===== src/rtl/vga_pkg.sv =====
`default_nettype none
// ============================================================================
// Module      : vga_pkg
// Description : Shared screen defaults, colour type and circle FSM encoding
//               for the VGA drawing blocks.
// Revision    : 1.0 - initial release
// ============================================================================
package vga_pkg;

  localparam int SCR_W_DFLT    = 160;
  localparam int SCR_H_DFLT    = 120;
  localparam int COLOUR_W_DFLT = 3;

  typedef logic [COLOUR_W_DFLT-1:0] colour_t;

  typedef enum logic [1:0] {
    IDLE = 2'd0,
    INIT = 2'd1,
    PLOT = 2'd2,
    DONE = 2'd3
  } circ_state_t;

endpackage
`default_nettype wire


===== src/rtl/circle_gen_if.sv =====
`default_nettype none
// ============================================================================
// Module      : circle_gen_if
// Description : Request/response and VGA write-port bundle of circle_gen.
//               master: sequencer side (drives start and operands)
//               slave : circle_gen side (drives done and the VGA write port)
//   start, centre_x, centre_y, radius, colour, octant_en : request operands
//   done                                                 : drawing complete
//   vga_x, vga_y, vga_colour, vga_plot                   : pixel write port
// Revision    : 1.0 - initial release
// ============================================================================
interface circle_gen_if #(
  parameter int X_W      = 8,
  parameter int Y_W      = 7,
  parameter int R_W      = 8,
  parameter int COLOUR_W = 3
);
  logic                start;
  logic [X_W-1:0]      centre_x;
  logic [Y_W-1:0]      centre_y;
  logic [R_W-1:0]      radius;
  logic [COLOUR_W-1:0] colour;
  logic [7:0]          octant_en;
  logic                done;
  logic [X_W-1:0]      vga_x;
  logic [Y_W-1:0]      vga_y;
  logic [COLOUR_W-1:0] vga_colour;
  logic                vga_plot;

  modport master (
    output start, centre_x, centre_y, radius, colour, octant_en,
    input  done, vga_x, vga_y, vga_colour, vga_plot
  );

  modport slave (
    input  start, centre_x, centre_y, radius, colour, octant_en,
    output done, vga_x, vga_y, vga_colour, vga_plot
  );
endinterface
`default_nettype wire


===== src/rtl/circle_octant_map.sv =====
`default_nettype none
// ============================================================================
// Module      : circle_octant_map
// Description : Combinational mapping of a first-octant offset (ox,oy) onto
//               one of the eight symmetric circle points around (cx,cy).
//   cx, cy  in  : centre
//   ox, oy  in  : Bresenham offsets
//   oct     in  : octant index 0..7
//   x, y    out : signed point, two guard bits wider than the screen field
// Revision    : 1.0 - initial release
// ============================================================================
module circle_octant_map #(
  parameter int X_W = 8,
  parameter int Y_W = 7,
  parameter int R_W = 8
) (
  input  logic [X_W-1:0]        cx,
  input  logic [Y_W-1:0]        cy,
  input  logic [R_W-1:0]        ox,
  input  logic [R_W-1:0]        oy,
  input  logic [2:0]            oct,
  output logic signed [X_W+1:0] x,
  output logic signed [Y_W+1:0] y
);

  logic signed [X_W+1:0] cx_s, ox_x, oy_x;
  logic signed [Y_W+1:0] cy_s, ox_y, oy_y;

  // Zero-extend everything into the signed working widths.
  assign cx_s = $signed({2'b00, cx});
  assign cy_s = $signed({2'b00, cy});
  assign ox_x = $signed({{(X_W+2-R_W){1'b0}}, ox});
  assign oy_x = $signed({{(X_W+2-R_W){1'b0}}, oy});
  assign ox_y = $signed({{(Y_W+2-R_W){1'b0}}, ox});
  assign oy_y = $signed({{(Y_W+2-R_W){1'b0}}, oy});

  always_comb begin
    x = cx_s;
    y = cy_s;
    case (oct)
      3'd0: begin x = cx_s + ox_x; y = cy_s + oy_y; end
      3'd1: begin x = cx_s + oy_x; y = cy_s + ox_y; end
      3'd2: begin x = cx_s - ox_x; y = cy_s + oy_y; end
      3'd3: begin x = cx_s - oy_x; y = cy_s + ox_y; end
      3'd4: begin x = cx_s - ox_x; y = cy_s - oy_y; end
      3'd5: begin x = cx_s - oy_x; y = cy_s - ox_y; end
      3'd6: begin x = cx_s + ox_x; y = cy_s - oy_y; end
      default: begin x = cx_s + oy_x; y = cy_s - ox_y; end
    endcase
  end

endmodule
`default_nettype wire


===== src/rtl/circle_gen.sv =====
`default_nettype none
// ============================================================================
// Module      : circle_gen
// Description : Bresenham circle/arc rasteriser, one pixel per clock, eight
//               octant points per step, per-octant enable and optional
//               screen clipping.
//   clk    in : system clock
//   rst_n  in : asynchronous active-low reset
//   bus       : circle_gen_if.slave (operands, done, VGA write port)
// Build option: define CIRCLE_GEN_CLIP_EN to suppress vga_plot for points
//               outside the SCR_W x SCR_H screen.
// Revision    : 1.0 - initial release
// ============================================================================
module circle_gen
  import vga_pkg::*;
#(
  parameter int SCR_W    = SCR_W_DFLT,
  parameter int SCR_H    = SCR_H_DFLT,
  parameter int X_W      = 8,
  parameter int Y_W      = 7,
  parameter int R_W      = 8,
  parameter int COLOUR_W = COLOUR_W_DFLT
) (
  input  logic         clk,
  input  logic         rst_n,
  circle_gen_if.slave  bus
);

`ifdef CIRCLE_GEN_CLIP_EN
  localparam bit CLIP_EN = 1'b1;
`else
  localparam bit CLIP_EN = 1'b0;
`endif

  localparam logic signed [R_W+1:0] ONE     = (R_W+2)'(1);
  localparam logic signed [X_W+1:0] C_SCR_W = (X_W+2)'(SCR_W);
  localparam logic signed [Y_W+1:0] C_SCR_H = (Y_W+2)'(SCR_H);

  circ_state_t             state_q, state_d;
  logic [X_W-1:0]          cx_q, cx_d;
  logic [Y_W-1:0]          cy_q, cy_d;
  logic [R_W-1:0]          radius_q, radius_d;
  logic [COLOUR_W-1:0]     colour_q, colour_d;
  logic [7:0]              mask_q, mask_d;
  logic [R_W-1:0]          ox_q, ox_d;
  logic [R_W-1:0]          oy_q, oy_d;
  logic signed [R_W+1:0]   crit_q, crit_d;
  logic [2:0]              oct_q, oct_d;

  // Step arithmetic held in the wider signed domain so that ox may go to -1
  // (radius 0) and still end the circle after a single step.
  logic signed [R_W+1:0]   ox_ext, oy_nxt, ox_nxt, delta, crit_nxt;
  logic                    crit_pos;

  always_comb begin
    ox_ext   = $signed({2'b00, ox_q});
    oy_nxt   = $signed({2'b00, oy_q}) + ONE;
    crit_pos = !crit_q[R_W+1] && (crit_q != '0);
    ox_nxt   = crit_pos ? (ox_ext - ONE) : ox_ext;
    delta    = crit_pos ? (oy_nxt - ox_nxt) : oy_nxt;
    crit_nxt = crit_q + (delta <<< 1) + ONE;
  end

  always_comb begin
    state_d  = state_q;
    cx_d     = cx_q;
    cy_d     = cy_q;
    radius_d = radius_q;
    colour_d = colour_q;
    mask_d   = mask_q;
    ox_d     = ox_q;
    oy_d     = oy_q;
    crit_d   = crit_q;
    oct_d    = oct_q;
    case (state_q)
      IDLE: begin
        if (bus.start) begin
          cx_d     = bus.centre_x;
          cy_d     = bus.centre_y;
          radius_d = bus.radius;
          colour_d = bus.colour;
          mask_d   = bus.octant_en;
          state_d  = INIT;
        end
      end
      INIT: begin
        ox_d    = radius_q;
        oy_d    = '0;
        crit_d  = ONE - $signed({2'b00, radius_q});
        oct_d   = 3'd0;
        state_d = PLOT;
      end
      PLOT: begin
        oct_d = oct_q + 3'd1;
        if (oct_q == 3'd7) begin
          ox_d   = ox_nxt[R_W-1:0];
          oy_d   = oy_nxt[R_W-1:0];
          crit_d = crit_nxt;
          if (oy_nxt > ox_nxt) begin
            state_d = DONE;
          end
        end
      end
      default: begin
        if (!bus.start) begin
          state_d = IDLE;
        end
      end
    endcase
  end

  always_ff @(posedge clk or negedge rst_n) begin
    if (!rst_n) begin
      state_q  <= IDLE;
      cx_q     <= '0;
      cy_q     <= '0;
      radius_q <= '0;
      colour_q <= '0;
      mask_q   <= '0;
      ox_q     <= '0;
      oy_q     <= '0;
      crit_q   <= '0;
      oct_q    <= '0;
    end else begin
      state_q  <= state_d;
      cx_q     <= cx_d;
      cy_q     <= cy_d;
      radius_q <= radius_d;
      colour_q <= colour_d;
      mask_q   <= mask_d;
      ox_q     <= ox_d;
      oy_q     <= oy_d;
      crit_q   <= crit_d;
      oct_q    <= oct_d;
    end
  end

  logic signed [X_W+1:0] pt_x;
  logic signed [Y_W+1:0] pt_y;
  logic                  in_plot, off_screen;

  circle_octant_map #(
    .X_W(X_W),
    .Y_W(Y_W),
    .R_W(R_W)
  ) u_map (
    .cx (cx_q),
    .cy (cy_q),
    .ox (ox_q),
    .oy (oy_q),
    .oct(oct_q),
    .x  (pt_x),
    .y  (pt_y)
  );

  assign in_plot    = (state_q == PLOT);
  assign off_screen = pt_x[X_W+1] || (pt_x >= C_SCR_W) ||
                      pt_y[Y_W+1] || (pt_y >= C_SCR_H);

  assign bus.done       = (state_q == DONE);
  assign bus.vga_x      = in_plot ? pt_x[X_W-1:0] : '0;
  assign bus.vga_y      = in_plot ? pt_y[Y_W-1:0] : '0;
  assign bus.vga_colour = colour_q;
  assign bus.vga_plot   = in_plot && mask_q[oct_q] && !(CLIP_EN && off_screen);

endmodule
`default_nettype wire


===== src/flat_wrapper.sv =====
// flat-port wrapper written by rule: the top's interface ports become plain ports
module circle_gen_flat import vga_pkg::*;
#(
  parameter int SCR_W    = SCR_W_DFLT,
  parameter int SCR_H    = SCR_H_DFLT,
  parameter int X_W      = 8,
  parameter int Y_W      = 7,
  parameter int R_W      = 8,
  parameter int COLOUR_W = COLOUR_W_DFLT
)
  (clk, rst_n, bus_start, bus_centre_x, bus_centre_y, bus_radius, bus_colour, bus_octant_en, bus_done, bus_vga_x, bus_vga_y, bus_vga_colour, bus_vga_plot);
  circle_gen_if #(.X_W(X_W), .Y_W(Y_W), .R_W(R_W), .COLOUR_W(COLOUR_W)) bus_i ();
  input  logic clk;
  input  logic rst_n;
  input wire logic [$bits(bus_i.start)-1:0] bus_start;
  input wire logic [$bits(bus_i.centre_x)-1:0] bus_centre_x;
  input wire logic [$bits(bus_i.centre_y)-1:0] bus_centre_y;
  input wire logic [$bits(bus_i.radius)-1:0] bus_radius;
  input wire logic [$bits(bus_i.colour)-1:0] bus_colour;
  input wire logic [$bits(bus_i.octant_en)-1:0] bus_octant_en;
  output wire logic [$bits(bus_i.done)-1:0] bus_done;
  output wire logic [$bits(bus_i.vga_x)-1:0] bus_vga_x;
  output wire logic [$bits(bus_i.vga_y)-1:0] bus_vga_y;
  output wire logic [$bits(bus_i.vga_colour)-1:0] bus_vga_colour;
  output wire logic [$bits(bus_i.vga_plot)-1:0] bus_vga_plot;
  assign bus_i.start = bus_start;
  assign bus_i.centre_x = bus_centre_x;
  assign bus_i.centre_y = bus_centre_y;
  assign bus_i.radius = bus_radius;
  assign bus_i.colour = bus_colour;
  assign bus_i.octant_en = bus_octant_en;
  assign bus_done = bus_i.done;
  assign bus_vga_x = bus_i.vga_x;
  assign bus_vga_y = bus_i.vga_y;
  assign bus_vga_colour = bus_i.vga_colour;
  assign bus_vga_plot = bus_i.vga_plot;
  circle_gen #(.SCR_W(SCR_W), .SCR_H(SCR_H), .X_W(X_W), .Y_W(Y_W), .R_W(R_W), .COLOUR_W(COLOUR_W)) u_core (.clk(clk), .rst_n(rst_n), .bus(bus_i));
endmodule

===== config.mk =====
export PLATFORM = sky130hd
export DESIGN_NAME = circle_gen_flat
export DESIGN_NICKNAME = d
export VERILOG_FILES = /design/src/rtl/vga_pkg.sv /design/src/rtl/circle_gen_if.sv /design/src/rtl/circle_octant_map.sv /design/src/rtl/circle_gen.sv /design/src/flat_wrapper.sv
export SDC_FILE = /design/constraint.sdc
export NUM_CORES = 1
export LEC_CHECK = 0
export CORE_ASPECT_RATIO = 1.2
export CORE_MARGIN = 5
export CORE_UTILIZATION = 30
export CTS_CLUSTER_SIZE = 10
export DETAILED_ROUTE_END_ITERATION = 6
export PLACE_DENSITY = 0.52
export SLEW_MARGIN = 20
export SYNTH_ARGS = -nofsm -noshare
export SYNTH_HDL_FRONTEND = slang
export SYNTH_SLANG_ARGS = --single-unit

===== constraint.sdc =====
create_clock -name clk -period 6.11 [get_ports clk]
set_input_delay 0.611 -clock clk [delete_from_list [all_inputs] [get_ports clk]]
set_output_delay 0.611 -clock clk [all_outputs]
set_load 0.02 [all_outputs]

==> results.cfg <==
[hold_path]
holdCritPathClass = input port to asynchronous set/reset pin

[pwr]
p_comb_frac = 0.679
power_switching_mw = 2.11
power.leakage_nw = 2.78
clkPwrFrac = 0.122
p_per_area_nw_per_um2 = 661
power_frac_seq = 0.199
p_int_mw = 2.27
ir_drop_uv = 375
swShare = 0.482

[clocking]
clk_latency_ps = 340
ctsResizeCount = 0
cts_root_buf = clkbuf_16
clock_path_buffers = 2
cts_tree = done
cts_setup_buffers = 0
cts_hold_buf = 0
htree_levels = 3
cts_made_buffers = 9
cts_sinks = 65
clk_pin_slew_worst_paths_ps = 60

[final_layout]
final_cell_mix = 71 x nor2_1, 65 x dfrtp_1, 57 x a21oi_1, 55 x clkdlybuf4s50_1, 52 x nand2_1
num_antenna_cells = 0
seqCellArea_sq_um = 1630
area_growth_pct = 18.7
design_area_sq_um = 6630
multi_input_area_sq_um = 3700
fill_cells = 1874
fin_nets = 780
final_common_cell = nor2_1
layout-drive-gt1-share = 0.104

[worst_setup_path]
startpoint = u_core.oct_q[2]$_DFFE_PN0N_
worst_setup_path_start_kind = register
crit_path_top_delay_cell = dfrtp_1
crit_path_end_kind = output pin
critPathCapture = bus_vga_y[5]
critPathRequiredTime_ps = 5500
path_cells = inv_1 -> ha_1 -> a21oi_1 -> nand2_1 -> o21ai_0 -> inv_1 -> ha_1 -> nor2b_1 -> o21ai_0 -> nand2b_1 -> a21o_1 -> a21oi_1 -> xor2_1 -> nor2_1 -> clkdlybuf4s50_1
regToRegEndpoint = u_core.crit_q[9]$_DFFE_PN0P_
worstPathMaxFanout = 24
path_class = register to output pin
rrSetupSlack_ps = 920
critPathMaxStageDelay_ps = 870
r2r.worst_path.cells = 22
reg2reg_from = u_core.crit_q[3]$_DFFE_PN0P_
arrival_ps = 5110

[synthesis]
ys_seq_area_frac = 0.291
synthArstFlopShare = 1.00
synth_largest_area_cell = dfrtp_1
synthDistinctLibCells = 65
synth_seq_cells = 65
synth-edff-count = 0
synth_cells = 661
yosys_warnings = 0
yosys-top-cells-area = dfrtp_1 29%, ha_1 9.6%, mux2_2 7.5%, xnor2_1 5.2%, a21oi_1 5.1%
synth_area_sq_um = 5590
synth-main-ff-cell = dfrtp_1
syn_nets = 744
avgSynthCellArea_sq_um = 8.45
synth.top_cell.area_share = 0.291

[routing]
postRouteAntennaNets = 0
drt_first_pass_iters = 6
drt_iter0_markers = 262
drt_wl_total_um = 16600
vias = 4966
avgViaCountPerCell = 5.36
drc = 0
wl_per_cell_um = 17.9

[floorplan]
start_util = 0.306
core_area_sq_um = 18200
die_w_um = 135
row_count = 54
ios = 57
die-area_sq_um = 21500
die-height_um = 159

[timing]
post-route-period-util = 0.936
fmax_mhz = 175
setup_ws_ps = 393
rsz0062_at_grt = false
tightest_slew_ps = 972
hold_violations = 0
relSlewSlack = 0.352
skew_ps = 4.27
period_minus_slack_ps = 5720
slew_violations = 0
setup_viol = 0
setup_tns_ps = 0

[global_route]
grt_first_pass_wirelength_um = 27200
grt_max_degree = 66
grt_overflow = 0
grt_pass1_vias = 4995
antenna_found_initial = 0
groute.usage.overall = 0.158

[placement]
place_area_sq_um = 6320
dp_slack_ps = 758
post-dp-hpwl_um = 12700
place.gp.congestion = 0.895
portBuffers = 56

[run_status]
status = finished, final reports clean

[run]
max_cap_viol_count = 0
-- critical path, delay by kind of cell, from the launching register on --
kind                     cells  cell delay [ps]
AO/OA/AOI/OAI                5             1480
buffers and inverters        3             1110
flip-flops                   1              870
adder cells (fa/ha/maj)      2              640
AND/OR/NAND/NOR              4              570
XOR/XNOR                     1               80
-- per-stage QoR --
stage,util,power [mW],std cells,hold WS (ps)
after global placement,0.347,3.81,910,488
after CTS,0.363,4.42,926,506
after detailed placement,0.347,3.85,910,492
after floorplan,-,2.97,661,315
after global routing,0.364,4.79,926,518
final,0.364,4.38,926,461
-- sequential cells by signal, summed over array words and instances, names as in the netlist --
signal and cells:
u_core.bus.vga_colour 3, u_core.crit_q 10, u_core.cx_q 8, u_core.cy_q 7
u_core.mask_q 8, u_core.oct_q 3, u_core.ox_q 8, u_core.oy_q 8
u_core.radius_q 8, u_core.state_q 2
-- power groups by stage --
stage	combinational, mW	clock (mW)	sequential [mW]
floorplan	2.20	0	0.766
global placement	2.94	0	0.869
detailed placement	2.97	0	0.879
CTS	2.99	0.552	0.872
global route	3.31	0.574	0.903
finish	2.97	0.535	0.872
-- synthesized netlist by cell type (4+ instances only) --
library cell,count
a21o_1,13
a21oi_1,57
a222oi_1,4
a31oi_1,9
buf_2,5
clkbuf_1,29
dfrtp_1,65
ha_1,43
inv_1,31
mux2_2,37
mux2i_1,8
nand2_1,52
nand2b_1,7
nand3_1,13
nor2_1,71
nor2b_1,5
nor3_1,13
o2111ai_1,4
o211ai_1,4
o21a_1,4
o21ai_0,46
o21bai_1,4
o22ai_1,10
or3_1,6
xnor2_1,33
xor2_1,19
-- per-layer routing --
layer	vias up	track usage	share of wire
met5	-	0	0
met4	0	0.0454	0.019
met3	21	0.0240	0.030
met2	107	0.280	0.52
met1	2399	0.198	0.43
li1	2439	-	-
-- area by class of cell --
class                   instances  share of cell area
inverters                      32              0.0181
flip-flops and latches         65               0.245
repair buffers                 62              0.0906
multi-input cells             527               0.558
clock buffers                  10              0.0360
clock inverters                 6             0.00981
well taps                     224              0.0423
-- logic make-up (layout without fill, tap and decap cells) --
kind of cell,after synthesis,in the layout,share of synthesized area
XOR/XNOR,52,52,0.0815
adder cells (fa/ha/maj),48,48,0.111
AND/OR/NAND/NOR,190,190,0.158
flip-flops,65,65,0.291
multiplexers,47,47,0.0970
AO/OA/AOI/OAI,190,190,0.214
buffers and inverters,69,110,0.0475
-- worst min path at each step --
stage | slack (ps) | cells past startpoint | startpoint | end
2_1_floorplan | 320 | 0 | rst_n | u_core.bus.vga_colour[0]$_DFFE_PN0P_
3_3_place_gp | 490 | 1 | u_core.bus.vga_colour[0]$_DFFE_PN0P_ | u_core.bus.vga_colour[0]$_DFFE_PN0P_
3_5_place_dp | 490 | 1 | u_core.bus.vga_colour[0]$_DFFE_PN0P_ | u_core.bus.vga_colour[0]$_DFFE_PN0P_
4_1_cts | 510 | 2 | rst_n | u_core.cx_q[5]$_DFFE_PN0P_
5_1_grt | 520 | 1 | u_core.mask_q[7]$_DFFE_PN0P_ | u_core.mask_q[7]$_DFFE_PN0P_
6_report | 460 | 2 | rst_n | u_core.cx_q[5]$_DFFE_PN0P_
No activity file was read; power rests on OpenSTA's default activity.
